File: config.mk
export PLATFORM = sky130hd
export DESIGN_NAME = risc_control_fsm
export DESIGN_NICKNAME = d
export VERILOG_FILES = /design/src/rtl/risc_ctrl_pkg.sv /design/src/rtl/risc_op_decode.sv /design/src/rtl/risc_control_fsm.sv
export SDC_FILE = /design/constraint.sdc
export NUM_CORES = 1
export LEC_CHECK = 0
export ABC_AREA = 1
export BUFFER_PORTS_ARGS = -buffer_cell sky130_fd_sc_hd__buf_2
export CORE_MARGIN = 10
export CORE_UTILIZATION = 35
export CTS_CLUSTER_SIZE = 14
export DETAILED_ROUTE_END_ITERATION = 12
export PLACE_DENSITY = 0.69
export SYNTH_ARGS = -nofsm -noshare
export SYNTH_HDL_FRONTEND = slang
export SYNTH_HIERARCHICAL = 1
export SYNTH_SLANG_ARGS = --single-unit
File: constraint.sdc
create_clock -name clk -period 2.31 [get_ports clk]
set_input_delay 0.3465 -clock clk [delete_from_list [all_inputs] [get_ports clk]]
set_output_delay 0.3465 -clock clk [all_outputs]
set_load 0.03 [all_outputs]
File: src/rtl/risc_ctrl_pkg.sv
// Shared constants for the multi-cycle RISC control unit: opcodes, state codes,
// writeback/PC mux encodings and the ALU nop code.
package risc_ctrl_pkg;

   localparam int          OPC_W       = 5;
   localparam logic [4:0]  DEFAULT_ALU = 5'b01101;

   localparam logic [4:0]  OP_ADD      = 5'b00000;
   localparam logic [4:0]  OP_CMP      = 5'b00101;
   localparam logic [4:0]  OP_ALU_LAST = 5'b01100;
   localparam logic [4:0]  OP_NOP      = 5'b01101;
   localparam logic [4:0]  OP_LD       = 5'b01110;
   localparam logic [4:0]  OP_ST       = 5'b01111;
   localparam logic [4:0]  OP_BEQ      = 5'b10000;
   localparam logic [4:0]  OP_BGT      = 5'b10001;
   localparam logic [4:0]  OP_B        = 5'b10010;
   localparam logic [4:0]  OP_CALL     = 5'b10011;
   localparam logic [4:0]  OP_RET      = 5'b10100;

   localparam logic [2:0]  S_FETCH     = 3'd0;
   localparam logic [2:0]  S_DECODE    = 3'd1;
   localparam logic [2:0]  S_EXECUTE   = 3'd2;
   localparam logic [2:0]  S_MEM       = 3'd3;
   localparam logic [2:0]  S_WB        = 3'd4;
   localparam logic [2:0]  S_HALT      = 3'd5;

   localparam logic [1:0]  WB_ALU      = 2'b00;
   localparam logic [1:0]  WB_MEM      = 2'b01;
   localparam logic [1:0]  WB_PC4      = 2'b10;

   localparam logic [1:0]  PC_PLUS4    = 2'b00;
   localparam logic [1:0]  PC_BRANCH   = 2'b01;
   localparam logic [1:0]  PC_RA       = 2'b10;

endpackage

File: src/rtl/risc_op_decode.sv
// Combinational opcode classifier: maps the latched opcode to one-hot-ish
// class flags used by the control FSM.
module risc_op_decode
   import risc_ctrl_pkg::*;
(
   input  logic [OPC_W-1:0] opc,
   output logic             is_alu,
   output logic             is_cmp,
   output logic             is_ld,
   output logic             is_st,
   output logic             is_br,
   output logic             is_call,
   output logic             is_ret,
   output logic             is_nop,
   output logic             is_illegal
);

   assign is_cmp     = (opc == OP_CMP);
   assign is_alu     = (opc <= OP_ALU_LAST) && !is_cmp;
   assign is_nop     = (opc == OP_NOP);
   assign is_ld      = (opc == OP_LD);
   assign is_st      = (opc == OP_ST);
   assign is_br      = (opc == OP_BEQ) || (opc == OP_BGT) || (opc == OP_B);
   assign is_call    = (opc == OP_CALL);
   assign is_ret     = (opc == OP_RET);
   assign is_illegal = (opc > OP_RET);

endmodule

File: src/rtl/risc_control_fsm.sv
// Multi-cycle control FSM (fetch/decode/execute/mem/wb) with flags register and
// branch resolution. Optional HALT_ON_ILLEGAL_EN adds a HALT state and Illegal port.
module risc_control_fsm
   import risc_ctrl_pkg::*;
(
   input  logic        clk,
   input  logic        rst_n,
   input  logic [31:0] Instr,
   output logic        InstrReq,
   input  logic        InstrAck,
   output logic        IrWrite,
   output logic [4:0]  AluSignal,
   output logic        AluSrcImm,
   input  logic [1:0]  AluFlags,
   output logic        DataReq,
   output logic        DataWe,
   input  logic        DataAck,
   output logic        RegWrite,
   output logic [1:0]  WbSel,
   output logic        RegDstRa,
   output logic        PcWrite,
   output logic [1:0]  PcSel,
   output logic        FlagE,
   output logic        FlagGT,
`ifdef HALT_ON_ILLEGAL_EN
   output logic        Illegal,
`endif
   output logic [2:0]  state_dbg
);

   logic [2:0]       state, state_nxt;
   logic [OPC_W-1:0] opc_q;
   logic             ibit_q;
   logic             is_alu, is_cmp, is_ld, is_st, is_br, is_call, is_ret, is_nop, is_illegal;
   logic             nop_like;
   logic [4:0]       alu_code;
   logic             instr_unused;

   assign instr_unused = ^Instr[25:0];
   assign state_dbg    = state;

   risc_op_decode u_dec (
      .opc        (opc_q),
      .is_alu     (is_alu),
      .is_cmp     (is_cmp),
      .is_ld      (is_ld),
      .is_st      (is_st),
      .is_br      (is_br),
      .is_call    (is_call),
      .is_ret     (is_ret),
      .is_nop     (is_nop),
      .is_illegal (is_illegal)
   );

`ifdef HALT_ON_ILLEGAL_EN
   assign nop_like = is_nop;
`else
   assign nop_like = is_nop | is_illegal;
`endif

   // ld/st borrow the add code to form the address; control-flow ops leave the ALU idle.
   assign alu_code = (opc_q <= OP_ALU_LAST) ? opc_q :
                     (is_ld || is_st)       ? OP_ADD : DEFAULT_ALU;

   always_ff @(posedge clk or negedge rst_n) begin
      if (!rst_n) begin
         state  <= S_FETCH;
         opc_q  <= DEFAULT_ALU;
         ibit_q <= 1'b0;
         FlagE  <= 1'b0;
         FlagGT <= 1'b0;
      end else begin
         state <= state_nxt;
         if (state == S_FETCH && InstrAck) begin
            opc_q  <= Instr[31 -: OPC_W];
            ibit_q <= Instr[26];
         end
         if (state == S_EXECUTE && is_cmp) begin
            FlagE  <= AluFlags[0];
            FlagGT <= AluFlags[1];
         end
      end
   end

   // Handshake: a request stays high, with all other outputs stable, until the
   // matching ack is sampled high on a rising edge; acks without a request are ignored.
   always_comb begin
      state_nxt = state;
      InstrReq  = 1'b0;
      IrWrite   = 1'b0;
      AluSignal = DEFAULT_ALU;
      AluSrcImm = 1'b0;
      DataReq   = 1'b0;
      DataWe    = 1'b0;
      RegWrite  = 1'b0;
      WbSel     = WB_ALU;
      RegDstRa  = 1'b0;
      PcWrite   = 1'b0;
      PcSel     = PC_PLUS4;
`ifdef HALT_ON_ILLEGAL_EN
      Illegal   = 1'b0;
`endif
      case (state)
         S_FETCH: begin
            // Reset parks the FSM in FETCH; gate the request so nothing leaks out during reset.
            InstrReq = rst_n;
            IrWrite  = rst_n & InstrAck;
            if (InstrAck) state_nxt = S_DECODE;
         end
         S_DECODE: begin
`ifdef HALT_ON_ILLEGAL_EN
            if (is_illegal) state_nxt = S_HALT;
            else
`endif
            if (nop_like) begin
               PcWrite   = 1'b1;
               state_nxt = S_FETCH;
            end else begin
               state_nxt = S_EXECUTE;
            end
         end
         S_EXECUTE: begin
            AluSignal = alu_code;
            AluSrcImm = ibit_q;
            if (is_alu) begin
               state_nxt = S_WB;
            end else if (is_ld || is_st) begin
               state_nxt = S_MEM;
            end else begin
               PcWrite   = 1'b1;
               state_nxt = S_FETCH;
               if (is_br) begin
                  if (opc_q == OP_BEQ)      PcSel = FlagE  ? PC_BRANCH : PC_PLUS4;
                  else if (opc_q == OP_BGT) PcSel = FlagGT ? PC_BRANCH : PC_PLUS4;
                  else                      PcSel = PC_BRANCH;
               end else if (is_call) begin
                  PcSel    = PC_BRANCH;
                  RegWrite = 1'b1;
                  WbSel    = WB_PC4;
                  RegDstRa = 1'b1;
               end else if (is_ret) begin
                  PcSel = PC_RA;
               end
            end
         end
         S_MEM: begin
            AluSignal = alu_code;
            AluSrcImm = ibit_q;
            DataReq   = 1'b1;
            DataWe    = is_st;
            if (DataAck) begin
               if (is_st) begin
                  PcWrite   = 1'b1;
                  state_nxt = S_FETCH;
               end else begin
                  state_nxt = S_WB;
               end
            end
         end
         S_WB: begin
            AluSignal = alu_code;
            AluSrcImm = ibit_q;
            RegWrite  = 1'b1;
            WbSel     = is_ld ? WB_MEM : WB_ALU;
            PcWrite   = 1'b1;
            state_nxt = S_FETCH;
         end
`ifdef HALT_ON_ILLEGAL_EN
         S_HALT: begin
            Illegal = 1'b1;
         end
`endif
         default: state_nxt = S_FETCH;
      endcase
   end

endmodule

==> results list <==
- In this run the post-CTS setup repair buffer count came out at 0.
- After synthesis, the largest family of logic cells by area is simple AND/OR/NAND/NOR gates.
- Number of buffers and inverters on the critical path: 2
- Of all nets on the critical path, the largest fanout is 8.
* CP Launch Type: register
* Top-level I/O count: 60
- Entering global routing, the biggest net connects 14 pins.
- Number of nets with antenna violations after detailed routing: 0
* Worst endpoint data arrival time: about 1900 ps
- Distinct cell type count after synthesis: 26
- Dividing total power by cell area gives a power density of 1320 nW/um2.
- Slowest stage delay, CP: ~620 ps
* Placed wire-length estimate: between 1500 and 2000 um
* Mapped cell area: ~910 um2
- Detailed Routing Iterations Pass 1: 4
* Predominant post-synthesis flop cell: sky130_fd_sc_hd__dfrtp_1
- The clock passes through at most 2 buffers.
* Root buf cell: sky130_fd_sc_hd__clkbuf_4
* Clock sink count: 11
* Global routing met3 resource utilization: 0.0223
* Total number of vias: 967
- Fraction of the mapped netlist area in simple logic gates: 0.488
- Layout Nets: between 200 and 250
* Wire length of the first global-routing pass: 4040 um
* Latest clock arrival within the worst-skew pair: 270 ps
- Cells traversed along the worst timing path: nand2_1, o21ai_0, nor2_1, inv_1, nand4_1, nor2_1, buf_2
* Kind of cell adding the most delay to the critical path: flip-flops
- Measured along the y axis, the die boundary spans approximately 71 um.
- End-of-flow core utilization: 0.456
- Complex-gate fraction of the synthesized area: 0.0841
- Switching part of the total power: 0.565
- In the final routed layout, each cell accounts on average for approximately 12 um.
- The share of total power dissipated in combinational logic is 0.621.
- Outcome: complete, no violations
- Core footprint: about 2500 um2
- Overflow left after global routing: 0
- Of the post-synthesis cell area, the part taken by muxes is 0.
- The worst setup path is captured at an output pin.
- Post-synthesis instance total: 141
* Post-route clock period utilization: 0.955
- The die covers 5030 um2.
- Across every metal layer, demand over resource in global routing totals 0.0947.
- The congestion estimate from routability-driven global placement came to 0.910.
- Per-cell via count in the routed design: 4.69
* Share of synthesized flip-flops with an asynchronous set or reset: 1.00
- Summed over all nets, the switching power comes to between 0.8 and 0.9 mW.
* Met2 usage in global routing: 0.159
- In this run, synthesis produced a sequential element count of 11.
* Post-synthesis share of cell area spent on xor and xnor gates: 0
* Cell at the slowest stage of the critical path: sky130_fd_sc_hd__dfstp_2
- Setup repair after global routing left no endpoint under its margin.
* Num CTS Buffers: 3
- Most Used Layer, Global Route: met2
- Antenna diodes: 0
- The share of total power dissipated in the clock network is 0.087.
- Critical path class: register to output pin
- Chip Width: roughly 71 um
- Global routing met1 resource utilization: 0.109
- The number of antenna violations at the first check in global routing came to 0.
- The floorplan has 18 rows.
- H-tree depth: 1
* Max capacitance violation total: 0
- Top cell types by occurrence after synthesis: sky130_fd_sc_hd__nand2_1, sky130_fd_sc_hd__nor2_1, sky130_fd_sc_hd__inv_1
* Vias in the first global route: around 950
- After clock tree synthesis, the clock-pin slew on the worst setup and hold paths is ~60 ps.
- EDFF count, synth: 0
- Of the total power, registers draw 0.292.
* Largest cells by area after synthesis: sky130_fd_sc_hd__dfrtp_1, sky130_fd_sc_hd__nand2_1, sky130_fd_sc_hd__nor2_1, sky130_fd_sc_hd__dfstp_2, sky130_fd_sc_hd__inv_1
- Setup violations remaining at the end of the flow were counted as 0.
* Worst hold path type: input port to register
* Synth Net Count: approximately 180
* Final total negative setup slack: 0 ps
* Highest achievable clock rate: approximately 450 MHz
* Share of post-route cells with drive strength above 1: 0.330
- DRT Wirelength: between 2000 and 2500 um
* Per-instance average area after synthesis: ~6.4 um2
- For the worst setup path, the data required time is 1960 ps.
- The share of synthesized area in the top cell type comes to 0.221.
- Post-synthesis cell type with the largest combined area: sky130_fd_sc_hd__dfrtp_1
* Final number of hold-violating endpoints: 0
- The detailed router finished its first iteration with 29 violations.
- Remaining DRCs: 0
- Area share of fa/ha/maj cells after synthesis: 0
* Top cell by count, worst path: sky130_fd_sc_hd__nor2_1
- The worst-case IR drop observed on VDD is 0.648 mV.
- TritonCTS built the clock tree.
- Share of the yosys chip area belonging to registers: 0.308
- Compared with the post-synthesis result, the final layout area differs by 24.6%.
* Crit path time final: between 2000 and 2500 ps
- The initial utilization of the core area, before any placement, comes to 0.366.
- Internal Power: between 0.6 and 0.7 mW
* Final-report max-slew violation count: 0
- Most frequent cell after synthesis: sky130_fd_sc_hd__nand2_1
- For the final database, setup skew stands at around 4.3 ps.
- Synth warnings: 6
- Summed over all cells, the static leakage comes to around 0.6 nW.
* Count of buffers inserted at the top-level ports: 32
[cell type report]
type	instances	area, um2
fillers	269	1350
multi-input cells	105	528
flip-flops and latches	11	279
repair buffers	33	173
inverters	23	86.3
well taps	30	37.5
clock buffers	4	26.3
[layer usage]
layer  share of wire  vias to the layer above
li1                -                      509
met5               0                        -
met4           0.012                        0
met1            0.45                      429
met3           0.058                        4
met2            0.48                       25
[worst register-to-register path: cells and delay by family (launching register included)]
kind | cells | cell delay, ps
DFF | 1 | 620
AOI/OAI and AO/OA | 2 | 310
buffers and inverters | 1 | 120
and+or+nand+nor | 5 | 490
[logic make-up after synthesis]
group | count (synthesis)
AND/OR/NAND/NOR | 92
buffers and inverters | 25
AO/OA/AOI/OAI | 12
flip-flops | 11
other | 1
[power groups by stage]
| stage | clock network (mW) | registers [mW] | logic, mW |
|---|---|---|---|
| floorplan | 0 | 0.462 | 0.674 |
| global placement | 0 | 0.430 | 0.904 |
| detailed placement | 0 | 0.432 | 0.921 |
| CTS | 0.136 | 0.429 | 0.925 |
| global route | 0.147 | 0.452 | 1.04 |
| finish | 0.129 | 0.434 | 0.923 |
[sequential cells by signal (all words and copies together), names as in the netlist]
name	count
opc_q	5
ibit_q	1
state_dbg	3
FlagE	1
FlagGT	1
[final timing paths]
kind                                       endpoint            startpoint  slack (ps)  cells past startpoint
setup reg to reg           state_dbg[0]$_DFFE_PN0P_  opc_q[3]$_DFFE_PN1P_         710                      8
hold reg to reg                   FlagE$_DFFE_PN0P_     FlagE$_DFFE_PN0P_         500                      2
hold / removal                 opc_q[2]$_DFFE_PN1P_             Instr[29]         280                      3
min in group asynchronous  state_dbg[1]$_DFFE_PN0P_                 rst_n         480                      2
max in group asynchronous      opc_q[3]$_DFFE_PN1P_                 rst_n        1550                      2
setup / recovery                           PcSel[0]  opc_q[3]$_DFFE_PN1P_         100                      7
[per-stage QoR]
stage | std cells | cell area, um2 | hold WS (ps) | total power, mW | worst slack [ps]
5_1_grt | 206 | 1130 | 283 | 1.64 | 2.05
3_5_place_dp | 201 | 1090 | 243 | 1.35 | 398
4_1_cts | 206 | 1120 | 268 | 1.49 | 92.9
2_1_floorplan | 141 | 907 | 50.9 | 1.14 | 232
3_3_place_gp | 201 | 1090 | 238 | 1.33 | 416
6_report | 206 | 1130 | 283 | 1.49 | 105
[repair_timing]
item | CTS | global route
endpoints found under the hold margin | 8 | 0
endpoints found under the setup margin | 0 | 5
hold buffers | 1 | 0
resized for setup | 0 | 2
[cell usage in the layout (no fill, tap or decap), types with 3 or more instances in the layout]
cell type                   n
sky130_fd_sc_hd__nand2_1   30
sky130_fd_sc_hd__nor2_1    29
sky130_fd_sc_hd__nor2_2     5
sky130_fd_sc_hd__a21oi_2    3
sky130_fd_sc_hd__nor3_2     3
sky130_fd_sc_hd__nand3_1   14
sky130_fd_sc_hd__buf_2     31
sky130_fd_sc_hd__inv_1     21
sky130_fd_sc_hd__o21ai_0    3
sky130_fd_sc_hd__dfstp_2    3
sky130_fd_sc_hd__o21ai_1    3
sky130_fd_sc_hd__dfrtp_1    8
sky130_fd_sc_hd__clkbuf_4   4
No activity file was read; power rests on OpenSTA's default activity.
